File: src/rtl/uart_frame_pkg.sv
// rtl/uart_frame_pkg.sv - shared FSM encoding, header defaults and error codes for uart_frame_ctrl
package uart_frame_pkg;

  typedef enum logic [2:0] {
    ST_IDLE,
    ST_WAIT_HDR1,
    ST_GET_CMD,
    ST_GET_LEN,
    ST_GET_PAY,
    ST_GET_CHK,
    ST_HOLD
  } state_t;

  localparam logic [7:0] HDR0_DEF = 8'hAA;
  localparam logic [7:0] HDR1_DEF = 8'h55;

  localparam logic [2:0] ERR_CHK = 3'd1;
  localparam logic [2:0] ERR_LEN = 3'd2;
  localparam logic [2:0] ERR_TMO = 3'd3;
  localparam logic [2:0] ERR_OVR = 3'd4;

endpackage

File: src/rtl/uart_frame_timer.sv
// rtl/uart_frame_timer.sv - inter-byte timeout counter; expire is suppressed in a cycle where clr is high
module uart_frame_timer #(
  parameter int LIMIT = 500000
) (
  input  logic clk,
  input  logic rst_n,
  input  logic clr,
  input  logic en,
  output logic expire
);

  localparam int W = (LIMIT > 1) ? $clog2(LIMIT) : 1;
  localparam logic [W-1:0] LAST = W'(LIMIT - 1);

  logic [W-1:0] cnt;

  always_ff @(posedge clk or negedge rst_n) begin
    if (!rst_n) begin
      cnt <= '0;
    end else if (clr || !en) begin
      cnt <= '0;
    end else if (cnt != LAST) begin
      cnt <= cnt + 1'b1;
    end
  end

  assign expire = en && !clr && (cnt == LAST);

endmodule

File: src/rtl/uart_frame_ctrl.sv
// rtl/uart_frame_ctrl.sv - frame assembler/validator behind the byte UART receiver
// Optional inter-byte timeout is built only when RX_TIMEOUT_EN is defined.
module uart_frame_ctrl
  import uart_frame_pkg::*;
#(
  parameter int         MAX_LEN      = 8,
  parameter logic [7:0] HDR0         = HDR0_DEF,
  parameter logic [7:0] HDR1         = HDR1_DEF,
  parameter int         BYTE_TIMEOUT = 500000
) (
  input  logic                 clk,
  input  logic                 rst_n,
  input  logic                 rx_busy,
  input  logic [7:0]           rx_data,
  output logic                 frm_valid,
  input  logic                 frm_ready,
  output logic [7:0]           frm_cmd,
  output logic [3:0]           frm_len,
  output logic [MAX_LEN*8-1:0] frm_payload,
  output logic                 frm_err,
  output logic [2:0]           frm_err_code
);

  localparam logic [7:0] MAX_LEN_B = 8'(MAX_LEN);

  state_t     state, state_next;
  logic       busy_d;
  logic       strobe;
  logic [3:0] cnt;
  logic [7:0] sum;
  logic       tmo_expire;

  logic       err_set;
  logic [2:0] err_code_next;
  logic       cmd_ld, len_ld, pay_clr, pay_wr, sum_clr, sum_add, cnt_clr, cnt_inc;

  assign strobe    = busy_d & ~rx_busy;
  assign frm_valid = (state == ST_HOLD);

`ifdef RX_TIMEOUT_EN
  logic tmo_en;
  assign tmo_en = (state != ST_IDLE) && (state != ST_HOLD);

  uart_frame_timer #(
    .LIMIT(BYTE_TIMEOUT)
  ) u_timer (
    .clk   (clk),
    .rst_n (rst_n),
    .clr   (strobe),
    .en    (tmo_en),
    .expire(tmo_expire)
  );
`else
  logic unused_tmo;
  assign unused_tmo = (BYTE_TIMEOUT == 0);
  assign tmo_expire = 1'b0;
`endif

  always_ff @(posedge clk or negedge rst_n) begin
    if (!rst_n) begin
      state  <= ST_IDLE;
      busy_d <= 1'b0;
    end else begin
      state  <= state_next;
      busy_d <= rx_busy;
    end
  end

  always_comb begin
    state_next    = state;
    err_set       = 1'b0;
    err_code_next = frm_err_code;
    cmd_ld        = 1'b0;
    len_ld        = 1'b0;
    pay_clr       = 1'b0;
    pay_wr        = 1'b0;
    sum_clr       = 1'b0;
    sum_add       = 1'b0;
    cnt_clr       = 1'b0;
    cnt_inc       = 1'b0;

    if (tmo_expire) begin
      state_next    = ST_IDLE;
      err_set       = 1'b1;
      err_code_next = ERR_TMO;
    end else begin
      case (state)
        ST_IDLE: begin
          if (strobe && rx_data == HDR0) state_next = ST_WAIT_HDR1;
        end
        ST_WAIT_HDR1: begin
          if (strobe) begin
            if (rx_data == HDR1) begin
              state_next = ST_GET_CMD;
              sum_clr    = 1'b1;
            end else if (rx_data != HDR0) begin
              state_next = ST_IDLE;
            end
          end
        end
        ST_GET_CMD: begin
          if (strobe) begin
            cmd_ld     = 1'b1;
            pay_clr    = 1'b1;
            sum_add    = 1'b1;
            state_next = ST_GET_LEN;
          end
        end
        ST_GET_LEN: begin
          if (strobe) begin
            if (rx_data > MAX_LEN_B) begin
              err_set       = 1'b1;
              err_code_next = ERR_LEN;
              state_next    = ST_IDLE;
            end else begin
              len_ld     = 1'b1;
              sum_add    = 1'b1;
              cnt_clr    = 1'b1;
              state_next = (rx_data == 8'd0) ? ST_GET_CHK : ST_GET_PAY;
            end
          end
        end
        ST_GET_PAY: begin
          if (strobe) begin
            pay_wr  = 1'b1;
            sum_add = 1'b1;
            if (cnt == frm_len - 4'd1) begin
              cnt_clr    = 1'b1;
              state_next = ST_GET_CHK;
            end else begin
              cnt_inc = 1'b1;
            end
          end
        end
        ST_GET_CHK: begin
          if (strobe) begin
            if (rx_data == sum) begin
              state_next = ST_HOLD;
            end else begin
              err_set       = 1'b1;
              err_code_next = ERR_CHK;
              state_next    = ST_IDLE;
            end
          end
        end
        ST_HOLD: begin
          // A byte arriving with the accepting handshake is treated as the first IDLE byte.
          if (frm_ready) begin
            state_next = (strobe && rx_data == HDR0) ? ST_WAIT_HDR1 : ST_IDLE;
          end else if (strobe) begin
            err_set       = 1'b1;
            err_code_next = ERR_OVR;
          end
        end
        default: state_next = ST_IDLE;
      endcase
    end
  end

  always_ff @(posedge clk or negedge rst_n) begin
    if (!rst_n) begin
      frm_cmd      <= '0;
      frm_len      <= '0;
      frm_payload  <= '0;
      frm_err      <= 1'b0;
      frm_err_code <= '0;
      cnt          <= '0;
      sum          <= '0;
    end else begin
      frm_err      <= err_set;
      frm_err_code <= err_code_next;
      if (cmd_ld) frm_cmd <= rx_data;
      if (len_ld) frm_len <= rx_data[3:0];
      if (sum_clr) sum <= '0;
      else if (sum_add) sum <= sum + rx_data;
      if (cnt_clr) cnt <= '0;
      else if (cnt_inc) cnt <= cnt + 4'd1;
      if (pay_clr) begin
        frm_payload <= '0;
      end else begin
        for (int i = 0; i < MAX_LEN; i++) begin
          if (pay_wr && cnt == 4'(i)) frm_payload[i*8 +: 8] <= rx_data;
        end
      end
    end
  end

endmodule

File: config.mk
export PLATFORM = sky130hd
export DESIGN_NAME = uart_frame_ctrl
export DESIGN_NICKNAME = d
export VERILOG_FILES = /design/src/rtl/uart_frame_pkg.sv /design/src/rtl/uart_frame_timer.sv /design/src/rtl/uart_frame_ctrl.sv
export SDC_FILE = /design/constraint.sdc
export NUM_CORES = 1
export LEC_CHECK = 0
export ABC_AREA = 1
export ABC_CLOCK_PERIOD_IN_PS = 1700
export CAP_MARGIN = 40
export CORE_UTILIZATION = 35
export DETAILED_ROUTE_END_ITERATION = 10
export DONT_BUFFER_PORTS = 1
export PLACE_DENSITY_LB_ADDON = 0.15
export SLEW_MARGIN = 20
export SYNTH_ARGS = -nofsm -noshare
export SYNTH_HDL_FRONTEND = slang
export SYNTH_HIERARCHICAL = 1
export SYNTH_SLANG_ARGS = --single-unit
File: constraint.sdc
create_clock -name clk -period 1.7 [get_ports clk]
set_clock_uncertainty 0.2 [all_clocks]
set_input_delay 0.34 -clock clk [delete_from_list [all_inputs] [get_ports clk]]
set_output_delay 0.34 -clock clk [all_outputs]
set_load 0.05 [all_outputs]
==> impl_summary.log <==
[metrics] relative area change from synthesis to final layout: 39.3%
[metrics] top-level port count: 93
[metrics] HPWL after detailed placement: around 8400 µm
[metrics] Crit Path Category: register to register
[metrics] share of final-layout standard cells stronger than drive strength 1: 0.446
[metrics] met1 Resource Use GR: 0.227
[metrics] largest family of logic cells by synthesized area: simple AND/OR/NAND/NOR gates
[metrics] CTS tree: built
[metrics] Worst-Margin Slew: 0.574 ns
[metrics] number of nets in the final layout: around 630
[metrics] Non-Filler Cell Area, Final: 6540 µm²
[metrics] distinct cell type count of the synthesized netlist: 34
[metrics] Fill cells: ~1200
[metrics] synthesized-area fraction occupied by ao, oa, aoi and oai cells: 0.149
[metrics] net count after synthesis: 543
[metrics] Achievable Freq: approximately 560 MHz
[metrics] met3 track demand over resource: 0.0528
[metrics] die width: roughly 120 µm
[metrics] required time at the worst-slack endpoint: roughly 1.7 ns
[metrics] count of input and output buffers: 0
[metrics] clock root buffer master: sky130_fd_sc_hd__clkbuf_16
[metrics] Critical Path AT: 1.82 ns
[metrics] instance area after placement: 5300 µm²
[metrics] all-layer global routing usage: 0.186
[metrics] power per cell area: ~1900 nW/µm²
[metrics] number of global-route vias before repair: ~3800
[metrics] Post-Syn Area: ~4700 µm²
[metrics] final critical-path share of the clock period: 1.05
[metrics] post-cts hold buffer count: 2
[metrics] xor-xnor portion of the synthesized cell area: 0.00933
[metrics] final critical-path required period: between 1.5 and 2 ns
[metrics] initial antenna violation count: 0
[metrics] largest vdd supply drop: 0.000602 V
[metrics] placer congestion estimate: 0.859
[metrics] clock-pin slew reported for the worst setup and hold paths after clock tree synthesis: 0.07 ns
[metrics] wire length of the first global-routing pass: 20100 µm
[metrics] final count of pins violating max slew: 0
[metrics] type of the most critical hold path: input pin to async pin
[metrics] total leakage power: about 0.0031 µW
[metrics] iteration count of the initial detailed-routing pass: 4
[metrics] number of failing hold endpoints at the final stage: 96
[metrics] worst-case clock buffer depth: 2
[metrics] number of synthesis warnings: 6
[metrics] simple-gate share of the synthesized area: 0.225
[metrics] Chip Height: 118 µm
[metrics] number of rows created at floorplan: roughly 40
[metrics] via total after detailed routing: 3794
[metrics] multiplexer share of the synthesized area: 0
[metrics] diode count: 0
[metrics] sequential share of the synthesized area: 0.512
[metrics] number of levels the H-tree was split into: 3
[metrics] commonest non-fill, non-tap cells in the layout: sky130_fd_sc_hd__nand2_1 (91), sky130_fd_sc_hd__dfrtp_1 (91), sky130_fd_sc_hd__nand2_2 (56)
[metrics] number of cells produced by synthesis: 518
[metrics] CTS buffer count: 9
[metrics] Final TNS setup: -2.91 ns
[metrics] violations in the final reports: negative hold slack, negative setup slack
[metrics] post-synthesis sequential element count: 96
[metrics] GRT met2 Usage: 0.313
[metrics] clock latency of the later-clocked register in the worst-skew pair: roughly 0.35 ns
[metrics] Die ar.: between 10000 and 15000 µm²
[metrics] worst hold slack: -0.518 ns
[metrics] area occupied by multi-input gates: about 2500 µm²
[metrics] DRC errors left: 0
[metrics] run status: finished with violations
[metrics] max-cap violations: 0
[metrics] Starting Density: 0.366
[metrics] standard cell core area: 12800 µm²
[metrics] Worst Setup End Kind: register
[metrics] highest-utilization routing layer at the global route stage: met2
[metrics] final number of setup-violating endpoints: 73
[metrics] largest fanout of any net on the critical path: 8
[metrics] pin count of the biggest net entering global routing: 97
[metrics] Remaining Overflow, GRT: 0
[metrics] Routed Antenna Nets: 0
[metrics] area share of fa/ha/maj cells after synthesis: 0.0362
[metrics] footprint of the flip-flops and latches: 2410 µm²
[metrics] routed len/inst: approximately 16 µm
[metrics] detailed router's first-iteration violation count: roughly 230
[metrics] setup repair after global routing missed its margin: yes
[metrics] Final Total Pwr: between 10000 and 15000 µW
[metrics] relative slew slack: 0.617
[metrics] launching element type of the critical path: register
[metrics] Routed WL: about 13000 µm
[metrics] clock sink count: 96
[metrics] final setup margin: -0.0790 ns
[metrics] Post-Syn Area per Cell: about 9.1 µm²
[metrics] via-per-instance ratio: just under 5
-- repair_timing --
action,in CTS,in global routing
setup endpoints to repair,84,92
setup buffers,15,7
cloned,1,5
resized for setup,31,147
endpoints found under the hold margin,98,96
pin swaps,14,21
-- state kept, by name (all words and copies together) (netlist names) --
signal,count
frm_payload,64
busy_d,1
frm_cmd,8
frm_len,4
state,3
frm_err,1
frm_err_code,3
sum,8
cnt,4
-- synthesized netlist by cell type --
master                       n  share of area
sky130_fd_sc_hd__o21ai_1    24          0.026
sky130_fd_sc_hd__a21boi_0    1         0.0016
sky130_fd_sc_hd__a31oi_2     1         0.0027
sky130_fd_sc_hd__nand2_2     2         0.0027
sky130_fd_sc_hd__buf_12      1         0.0043
sky130_fd_sc_hd__a21oi_1     4         0.0043
sky130_fd_sc_hd__nand3_1    37          0.039
sky130_fd_sc_hd__nand2_1   156           0.12
sky130_fd_sc_hd__o21bai_1    1         0.0016
sky130_fd_sc_hd__nor2_8      2         0.0085
sky130_fd_sc_hd__buf_6       8          0.019
sky130_fd_sc_hd__nor3_2      1         0.0021
sky130_fd_sc_hd__a31oi_4     7          0.032
sky130_fd_sc_hd__xnor2_1     1         0.0019
sky130_fd_sc_hd__buf_2       3         0.0032
sky130_fd_sc_hd__inv_2      11         0.0088
sky130_fd_sc_hd__clkbuf_1    1        0.00080
sky130_fd_sc_hd__ha_1       12          0.032
sky130_fd_sc_hd__o21ai_0    45          0.048
sky130_fd_sc_hd__fa_1        1         0.0043
sky130_fd_sc_hd__nor2_4      2         0.0048
sky130_fd_sc_hd__nor3_1      3         0.0032
sky130_fd_sc_hd__o21ai_2    18          0.034
sky130_fd_sc_hd__nor2b_1     1         0.0013
sky130_fd_sc_hd__or2_2       1         0.0013
sky130_fd_sc_hd__nand3_4     1         0.0037
sky130_fd_sc_hd__nor2_2      2         0.0027
sky130_fd_sc_hd__nor2_1     24          0.019
sky130_fd_sc_hd__inv_4       1         0.0013
sky130_fd_sc_hd__inv_1      39          0.031
sky130_fd_sc_hd__nand4_1     6         0.0080
sky130_fd_sc_hd__nor3_4      1         0.0035
sky130_fd_sc_hd__xor2_1      4         0.0075
sky130_fd_sc_hd__dfrtp_1    96           0.51
-- kinds of logic after synthesis --
group	after synthesis
AOI/OAI and AO/OA	101
xor gates and xnor gates	5
adders and majority gates	13
buffers and inverters	64
DFF	96
and+or+nand+nor	239
-- final cells by class --
type,instances,area share
Clock buffer,10,0.0365
Clock inverter,6,0.00746
Inverter,51,0.0335
Multi-Input combinational cell,359,0.378
Sequential cell,96,0.368
Tap cell,172,0.0329
Timing Repair Buffer,85,0.143
-- path summary, 6_finish.rpt --
check,slack (ns),cells past startpoint,start,to
worst min-delay path,-0.52,0,rst_n,frm_payload[6]
worst max register to register,-0.08,9,state[1],frm_payload[25]
max in group asynchronous,1.67,0,rst_n,frm_len[0]
worst max-delay path,-0.08,9,state[1],frm_payload[25]
min in group clk,0.03,3,rx_data[0],sum[0]
worst min register to register,0.35,2,sum[7],sum[7]
-- worst max-delay path: stages, from the launching register on --
cell and delay, ns:
sky130_fd_sc_hd__dfrtp_1 0.39, sky130_fd_sc_hd__inv_4 0.08, sky130_fd_sc_hd__nor3_4 0.24, sky130_fd_sc_hd__inv_4 0.09, sky130_fd_sc_hd__nor2_8 0.17, sky130_fd_sc_hd__buf_6 0.15, sky130_fd_sc_hd__a31oi_4 0.05, sky130_fd_sc_hd__clkbuf_16 0.20
sky130_fd_sc_hd__nand2_4 0.05, sky130_fd_sc_hd__o21ai_2 0.06
-- metal layers --
metal | up-vias | wire [µm]
met5 | - | 0
met4 | 0 | 212
met3 | 16 | 855
met2 | 85 | 6260
met1 | 1824 | 5380
li1 | 1869 | -
-- where the power goes --
| part | total [µW] | internal, µW | switching [µW] |
|---|---|---|---|
| clock | 1990 | 1050 | 935 |
| sequential | 6920 | 3180 | 3750 |
| combinational | 3580 | 1750 | 1830 |
| total | 12500 | 5980 | 6510 |
-- metrics by stage --
step	util	worst slack (ns)	std cells	hold WS, ns
global route	0.510	-0.148	779	-0.539
detailed placement	0.413	-0.129	734	-0.153
floorplan	-	-0.128	518	-0.156
global placement	0.413	-0.0981	734	-0.153
finish	0.510	-0.0790	779	-0.518
CTS	0.466	-0.0676	767	-0.534
Note: power is estimated with default switching activity, not from simulation.
